File: config.mk
export PLATFORM = sky130hd
export DESIGN_NAME = rv32_alu_md
export DESIGN_NICKNAME = d
export VERILOG_FILES = /design/src/rtl/rv32_alu_md.sv
export SDC_FILE = /design/constraint.sdc
export NUM_CORES = 1
export LEC_CHECK = 0
export CELL_PAD_IN_SITES_DETAIL_PLACEMENT = 1
export CELL_PAD_IN_SITES_GLOBAL_PLACEMENT = 2
export CORE_MARGIN = 10
export CORE_UTILIZATION = 35
export CTS_CLUSTER_SIZE = 8
export DETAILED_ROUTE_END_ITERATION = 12
export GPL_TIMING_DRIVEN = 0
export HOLD_SLACK_MARGIN = 0.08
export PLACE_DENSITY = 0.88
export SLEW_MARGIN = 20
export SYNTH_ARGS = -nofsm -noshare
export SYNTH_HDL_FRONTEND = slang
export SYNTH_SLANG_ARGS = --single-unit
File: constraint.sdc
create_clock -name clk -period 8 [get_ports clk]
set_input_delay 2 -clock clk [delete_from_list [all_inputs] [get_ports clk]]
set_output_delay 2 -clock clk [all_outputs]
set_load 0.02 [all_outputs]
File: src/rtl/rv32_alu_md.sv
// rv32_alu_md: RV32 base ALU plus the RV32M multiply/divide family.
// Base ops and divide special cases finish in one cycle; MUL*/DIV*/REM* run on a
// shared shift/add-subtract datapath, one step per cycle for XLEN cycles.
// Handshake: a request is taken on a rising edge where in_valid && in_ready; a result
// is taken on a rising edge where out_valid && out_ready; res/res_tag hold otherwise.
`ifndef RV32_ALU_MD_OPCODES
`define RV32_ALU_MD_OPCODES
`define ALU_OPCODE_WIDTH 5
`define ALU_ADD    5'd0
`define ALU_SUB    5'd1
`define ALU_SLL    5'd2
`define ALU_SLT    5'd3
`define ALU_SLTU   5'd4
`define ALU_XOR    5'd5
`define ALU_SRL    5'd6
`define ALU_SRA    5'd7
`define ALU_OR     5'd8
`define ALU_AND    5'd9
`define ALU_MUL    5'd10
`define ALU_MULH   5'd11
`define ALU_MULHSU 5'd12
`define ALU_MULHU  5'd13
`define ALU_DIV    5'd14
`define ALU_DIVU   5'd15
`define ALU_REM    5'd16
`define ALU_REMU   5'd17
`endif

module rv32_alu_md #(
    parameter int XLEN = 32,
    parameter int OPW  = `ALU_OPCODE_WIDTH
) (
    input  logic            clk,
    input  logic            rst,
    input  logic            in_valid,
    output logic            in_ready,
    input  logic [OPW-1:0]  op,
    input  logic [XLEN-1:0] rs1,
    input  logic [XLEN-1:0] rs2,
    input  logic [4:0]      tag,
    input  logic            flush,
    output logic            out_valid,
    input  logic            out_ready,
    output logic [XLEN-1:0] res,
    output logic [4:0]      res_tag,
    output logic            busy
);
    localparam int SHW = $clog2(XLEN);
    localparam logic [XLEN-1:0] MIN_NEG = {1'b1, {(XLEN-1){1'b0}}};

    typedef enum logic [1:0] {IDLE, MUL, DIV, HOLD} state_t;
    state_t state, state_nxt;

    logic [SHW-1:0]    cnt;
    logic [2*XLEN-1:0] acc;       // MUL: {partial product, multiplier}; DIV: {remainder, quotient}
    logic [XLEN-1:0]   opnd;      // multiplicand or divisor magnitude
    logic              neg;       // negate the final result
    logic              sel_hi;    // take the upper half of acc
    logic [4:0]        pend_tag;

    logic accept, is_mul, is_div, is_rem, sgn1, sgn2, neg1, neg2;
    logic div_zero, div_ovf, div_special, last_step;
    logic [XLEN-1:0]   mag1, mag2, base_res, quick_res, div_sel, iter_res;
    logic [SHW-1:0]    shamt;
    logic [XLEN:0]     mul_sum, rem_sh, div_diff;
    logic [2*XLEN-1:0] mul_next, div_next, mul_prod, step_next;

    assign in_ready = (state == IDLE) && (!out_valid || out_ready) && !flush;
    assign busy     = (state == MUL) || (state == DIV);
    assign accept   = in_valid && in_ready;

    // Classify the opcode and the signedness of each operand.
    always_comb begin
        is_mul = 1'b0;
        is_div = 1'b0;
        is_rem = 1'b0;
        sgn1   = 1'b0;
        sgn2   = 1'b0;
        case (op)
            `ALU_MUL, `ALU_MULHU: is_mul = 1'b1;
            `ALU_MULH:   begin is_mul = 1'b1; sgn1 = 1'b1; sgn2 = 1'b1; end
            `ALU_MULHSU: begin is_mul = 1'b1; sgn1 = 1'b1; end
            `ALU_DIV:    begin is_div = 1'b1; sgn1 = 1'b1; sgn2 = 1'b1; end
            `ALU_DIVU:   is_div = 1'b1;
            `ALU_REM:    begin is_div = 1'b1; is_rem = 1'b1; sgn1 = 1'b1; sgn2 = 1'b1; end
            `ALU_REMU:   begin is_div = 1'b1; is_rem = 1'b1; end
            default: ;
        endcase
    end

    assign neg1        = sgn1 & rs1[XLEN-1];
    assign neg2        = sgn2 & rs2[XLEN-1];
    assign mag1        = neg1 ? -rs1 : rs1;
    assign mag2        = neg2 ? -rs2 : rs2;
    assign div_zero    = (rs2 == '0);
    assign div_ovf     = sgn1 && (rs1 == MIN_NEG) && (&rs2);
    assign div_special = is_div && (div_zero || div_ovf);
    assign quick_res   = div_zero ? (is_rem ? rs1 : '1) : (is_rem ? '0 : rs1);
    assign shamt       = rs2[SHW-1:0];

    // Single-cycle base ALU result.
    always_comb begin
        base_res = '0;
        case (op)
            `ALU_ADD:  base_res = rs1 + rs2;
            `ALU_SUB:  base_res = rs1 - rs2;
            `ALU_SLL:  base_res = rs1 << shamt;
            `ALU_SLT:  base_res = {{(XLEN-1){1'b0}}, $signed(rs1) < $signed(rs2)};
            `ALU_SLTU: base_res = {{(XLEN-1){1'b0}}, rs1 < rs2};
            `ALU_XOR:  base_res = rs1 ^ rs2;
            `ALU_SRL:  base_res = rs1 >> shamt;
            `ALU_SRA:  base_res = $unsigned($signed(rs1) >>> shamt);
            `ALU_OR:   base_res = rs1 | rs2;
            `ALU_AND:  base_res = rs1 & rs2;
            default:   base_res = '0;
        endcase
    end

    // One shift-add (multiply) or restoring-subtract (divide) step, plus final sign fix-up.
    always_comb begin
        mul_sum   = {1'b0, acc[2*XLEN-1:XLEN]} + (acc[0] ? {1'b0, opnd} : '0);
        mul_next  = {mul_sum, acc[XLEN-1:1]};
        mul_prod  = neg ? -mul_next : mul_next;
        rem_sh    = {acc[2*XLEN-1:XLEN], acc[XLEN-1]};
        div_diff  = rem_sh - {1'b0, opnd};
        div_next  = div_diff[XLEN] ? {rem_sh[XLEN-1:0], acc[XLEN-2:0], 1'b0}
                                   : {div_diff[XLEN-1:0], acc[XLEN-2:0], 1'b1};
        div_sel   = sel_hi ? div_next[2*XLEN-1:XLEN] : div_next[XLEN-1:0];
        step_next = (state == DIV) ? div_next : mul_next;
        if (state == DIV) iter_res = neg ? -div_sel : div_sel;
        else              iter_res = sel_hi ? mul_prod[2*XLEN-1:XLEN] : mul_prod[XLEN-1:0];
    end

    assign last_step = (cnt == SHW'(XLEN-1));

    // State register.
    always_ff @(posedge clk or posedge rst) begin
        if (rst) state <= IDLE;
        else     state <= state_nxt;
    end

    // Next-state logic; flush overrides every transition.
    always_comb begin
        state_nxt = state;
        case (state)
            IDLE: begin
                if (accept && is_mul)                     state_nxt = MUL;
                else if (accept && is_div && !div_special) state_nxt = DIV;
            end
            MUL, DIV: if (last_step) state_nxt = HOLD;
            HOLD:     if (out_ready) state_nxt = IDLE;
            default:  state_nxt = IDLE;
        endcase
        if (flush) state_nxt = IDLE;
    end

    // Operand capture, iteration datapath and the single-entry output register.
    always_ff @(posedge clk or posedge rst) begin
        if (rst) begin
            out_valid <= 1'b0;
            res       <= '0;
            res_tag   <= '0;
            cnt       <= '0;
            acc       <= '0;
            opnd      <= '0;
            neg       <= 1'b0;
            sel_hi    <= 1'b0;
            pend_tag  <= '0;
        end else if (flush) begin
            out_valid <= 1'b0;
            cnt       <= '0;
        end else begin
            case (state)
                IDLE: begin
                    if (accept) begin
                        cnt      <= '0;
                        pend_tag <= tag;
                        if (is_mul) begin
                            acc       <= {{XLEN{1'b0}}, mag2};
                            opnd      <= mag1;
                            neg       <= neg1 ^ neg2;
                            sel_hi    <= (op != `ALU_MUL);
                            out_valid <= 1'b0;
                        end else if (is_div && !div_special) begin
                            acc       <= {{XLEN{1'b0}}, mag1};
                            opnd      <= mag2;
                            neg       <= is_rem ? neg1 : (neg1 ^ neg2);
                            sel_hi    <= is_rem;
                            out_valid <= 1'b0;
                        end else begin
                            res       <= is_div ? quick_res : base_res;
                            res_tag   <= tag;
                            out_valid <= 1'b1;
                        end
                    end else if (out_ready) begin
                        out_valid <= 1'b0;
                    end
                end
                MUL, DIV: begin
                    acc <= step_next;
                    cnt <= cnt + 1'b1;
                    if (last_step) begin
                        res       <= iter_res;
                        res_tag   <= pend_tag;
                        out_valid <= 1'b1;
                        cnt       <= '0;
                    end
                end
                HOLD: if (out_ready) out_valid <= 1'b0;
                default: ;
            endcase
        end
    end
endmodule
==> metrics.txt <==
outcome finished, final reports clean; final setup fails 0; CTS tree yes; unrepaired setup endpoints after global routing no; WP data required 8.36 ns; Post-Synth Simple-Gate Area 23.2%; H-tree levels 4; syn avg cell area 6.98 um2; Vias/cell 6.67; pin count of the biggest net entering global routing 87; Peak supply drop 172 uV; fin crit share 98.2%; largest family of logic cells by synthesized area compound AO/OA/AOI/OAI gates; Clock Skews 0.0176 ns; WL per Instance 33.7 um; post-layout minimum cycle time 7.85 ns; Top FF cell, synth dfrtp_1; crit start category register; Maximum Capacitance Violations 0; Seq/Total Area, Yosys 14.3%; r2r endpoint res[28]; startpoint of the worst register-to-register path opnd[19]; design area 29100 um2; Internal Power 0.00448 W; vias in the first global route 32.1k; Final Max Tran Viols 0; die area 85300 um2; layout cells sized above 1 5.46%; port buffer count 114; total gr overflow 0; PD cells 413 nW/um2; adder-cell share of the synthesized area 8.61%; Switching Fraction 62.7%; slowest stage delay, CP 1.03 ns; Pre-Repair DR Iteration Count 8; total net switching power 0.00754 W; Clock Tree Buf Depth 2; Pleak 11.5 nW; Hold Path End res[6]; nets@finish 4103; post-layout worst setup margin 0.148 ns; R2R Setup Slk 0.15 ns; Clock Sinks 148; slowest CP cell o21ai_0; combinational share of power 79.3%; Mapped Cells 3712; total number of vias 32.2k; Clock Latency Late Sink 0.47 ns; min-delay src res[6]; Syn. warnings 0; die height 292 um; worst min-delay path class register to register; Top Ports 119; WL final 162000 um; Initial DRC Count 3546; Worst-path clk slew 0.07 ns; post-synthesis cell type count 95; Seq pwr share 13.4%; Place WS -3.06 ns; Buf+Inv Stages, Crit Path 3; CTS Hold Bufs 0; Post-synth EDFFs 0; hold_ws 0.479 ns; mux contribution to synthesized area 8.20%; compound-cell area share of the yosys netlist 33.2%; R2R depth 23; starting density of the core 35.4%; Post-Syn Area 25900 um2; hpwl dp 134000 um; Yosys reg bits 148; Worst Path Max Fanout 19; slew margin rel. 16.0%; placed inst area 28300 um2; clock buffer count from CTS 17; xor/xnor share of the synthesized area 5.64%; WHS Path Cells 1; Crit path top cell by count nand2_1; actual slew at the worst max-slew pin 1.25 ns; first-pass GRT wire length 231000 um; Max Fclk 127 MHz; Die X 292 um; ANT nets after route 0; Core Area 73200 um2; dominant cell type by area after synthesis dfrtp_1; gpl congestion 1.05; antenna violations before repair 5; Top delay family on crit path simple AND/OR/NAND/NOR gates; post-route DRC violation count 0; WP data arrival 8.21 ns; Total GRT Usage 36.5%; row cnt 99; worst-path cell chain inv_1 -> ha_1 -> nand2_1 -> o21ai_0 -> a21oi_1 -> o21ai_0 -> nor3_2 -> nor2_2 -> buf_4 -> clkbuf_4 -> nor3_1 -> a21oi_1 -> ha_1 -> nand2_1 -> nor2_1 -> nand2_1 -> nor4_1 -> o32a_1 -> nand4bb_1 -> nor4b_4 -> nor3_1 -> or4_1 -> a22o_1; share of the synthesized area in the top cell type 14.3%; top cells by area, synth dfrtp_1, ha_1, a21oi_1; CP Capture Type register; final hold violation count 0; Tot Pwr 0.0120 W; Clock power frac 7.3%; clk root buf clkbuf_16; asr flop ratio synth 100%; WS Path Type register to register; Area Growth Syn to Fin 12.4%; syn nets 3967
==> worst max path at each step <==
stage,slack [ns],endpoint,cells past startpoint,from
3_5_place_dp,-3.06,acc[32],19,rs2[0]
5_1_grt,0.06,res[31],18,rs2[2]
6_report,0.15,res[28],23,opnd[19]
3_3_place_gp,-3.10,acc[1],18,rs2[0]
2_1_floorplan,1.45,res[29],18,rs2[0]
4_1_cts,0.09,res[28],25,acc[31]
==> cells in the mapped netlist (62+ instances only) <==
cell / count
ha_1: 172
dfrtp_1: 148
nand3_1: 79
inv_1: 153
nor3_1: 87
a21oi_1: 381
a211oi_1: 80
mux2i_1: 83
nand2_1: 385
nor2_1: 382
o21ai_0: 310
xnor2_1: 123
clkbuf_1: 261
o31ai_1: 62
==> per-stage QoR <==
stage	setup TNS, ns	std cells	util, %
2_1_floorplan	0	3712	-
3_3_place_gp	-353.38	4785	38.6
3_5_place_dp	-286.45	4789	38.7
4_1_cts	0	4820	39.7
5_1_grt	0	4820	39.8
6_report	0	4821	39.8
==> cells in the final DEF (no fill, tap or decap), types with 26 or more instances in the layout <==
cell and n:
a31oi_1 31, a21o_1 46, nand3_1 79, o221ai_1 33, o21bai_1 31, o21ai_0 309, nand4_1 41, mux2i_1 83
o21a_1 27, or3_1 40, and2_1 56, inv_1 150, o2111ai_1 38, nor3_1 85, dfrtp_1 147, nand2_1 385
a21oi_1 378, clkbuf_1 249, buf_1 33, mux4_2 39, nand2b_1 29, xnor2_1 123, and3_1 26, o211ai_1 49
nor2_1 381, xor2_1 44, mux2_2 37, a211oi_1 78, ha_1 172, o31ai_1 62, clkdlybuf4s50_1 114
==> power groups by stage <==
stage / combinational [W] / sequential [W] / clock, W
3_5_place_dp: 0.00910 / 0.00158 / 0
4_1_cts: 0.00918 / 0.00157 / 0.000878
6_report: 0.00953 / 0.00161 / 0.000879
2_1_floorplan: 0.00568 / 0.00141 / 0
5_1_grt: 0.0101 / 0.00162 / 0.000902
3_3_place_gp: 0.00902 / 0.00157 / 0
==> what timing repair did <==
action                                 in CTS  in global routing
resized for setup                          31                 16
pin swaps                                   1                  0
buffers inserted                            2                  0
setup endpoints to repair                 138                 35
endpoints found under the hold margin       0                  0
==> kinds of logic after synthesis <==
kind of cell    Yosys count
fa+ha+maj               176
buf+inv                 465
compound gates         1331
mux                     159
xor+xnor                167
flops                   148
simple gates           1266
==> state kept, by name, summed over array words and instances, names as in the netlist <==
| signal | cells |
|---|---|
| cnt | 5 |
| opnd | 32 |
| state | 2 |
| neg | 1 |
| acc | 64 |
| pend_tag | 5 |
| res | 32 |
| res_tag | 5 |
| out_valid | 1 |
| sel_hi | 1 |
==> per-layer routing <==
layer	GRT usage [%]	vias up	share of wire, %	wire [um]
li1	-	14010	-	-
met1	41.8	15792	38	61000
met2	61.2	1778	46	75100
met3	4.86	569	7.0	11300
met4	28.5	4	9.2	15000
met5	0	-	0.014	23
==> area by class of cell <==
cell class                 count  area, um2
fill                        9327      44100
multi-input combinational   3099      20600
sequential                   148       3700
timing repair buffer         120       1200
tap                          959       1200
buffer                       304       1190
inverter                     158        614
clock buffer                  17        425
clock inverter                15        186
antenna                        1       2.50
No activity file was read; power rests on OpenSTA's default activity.
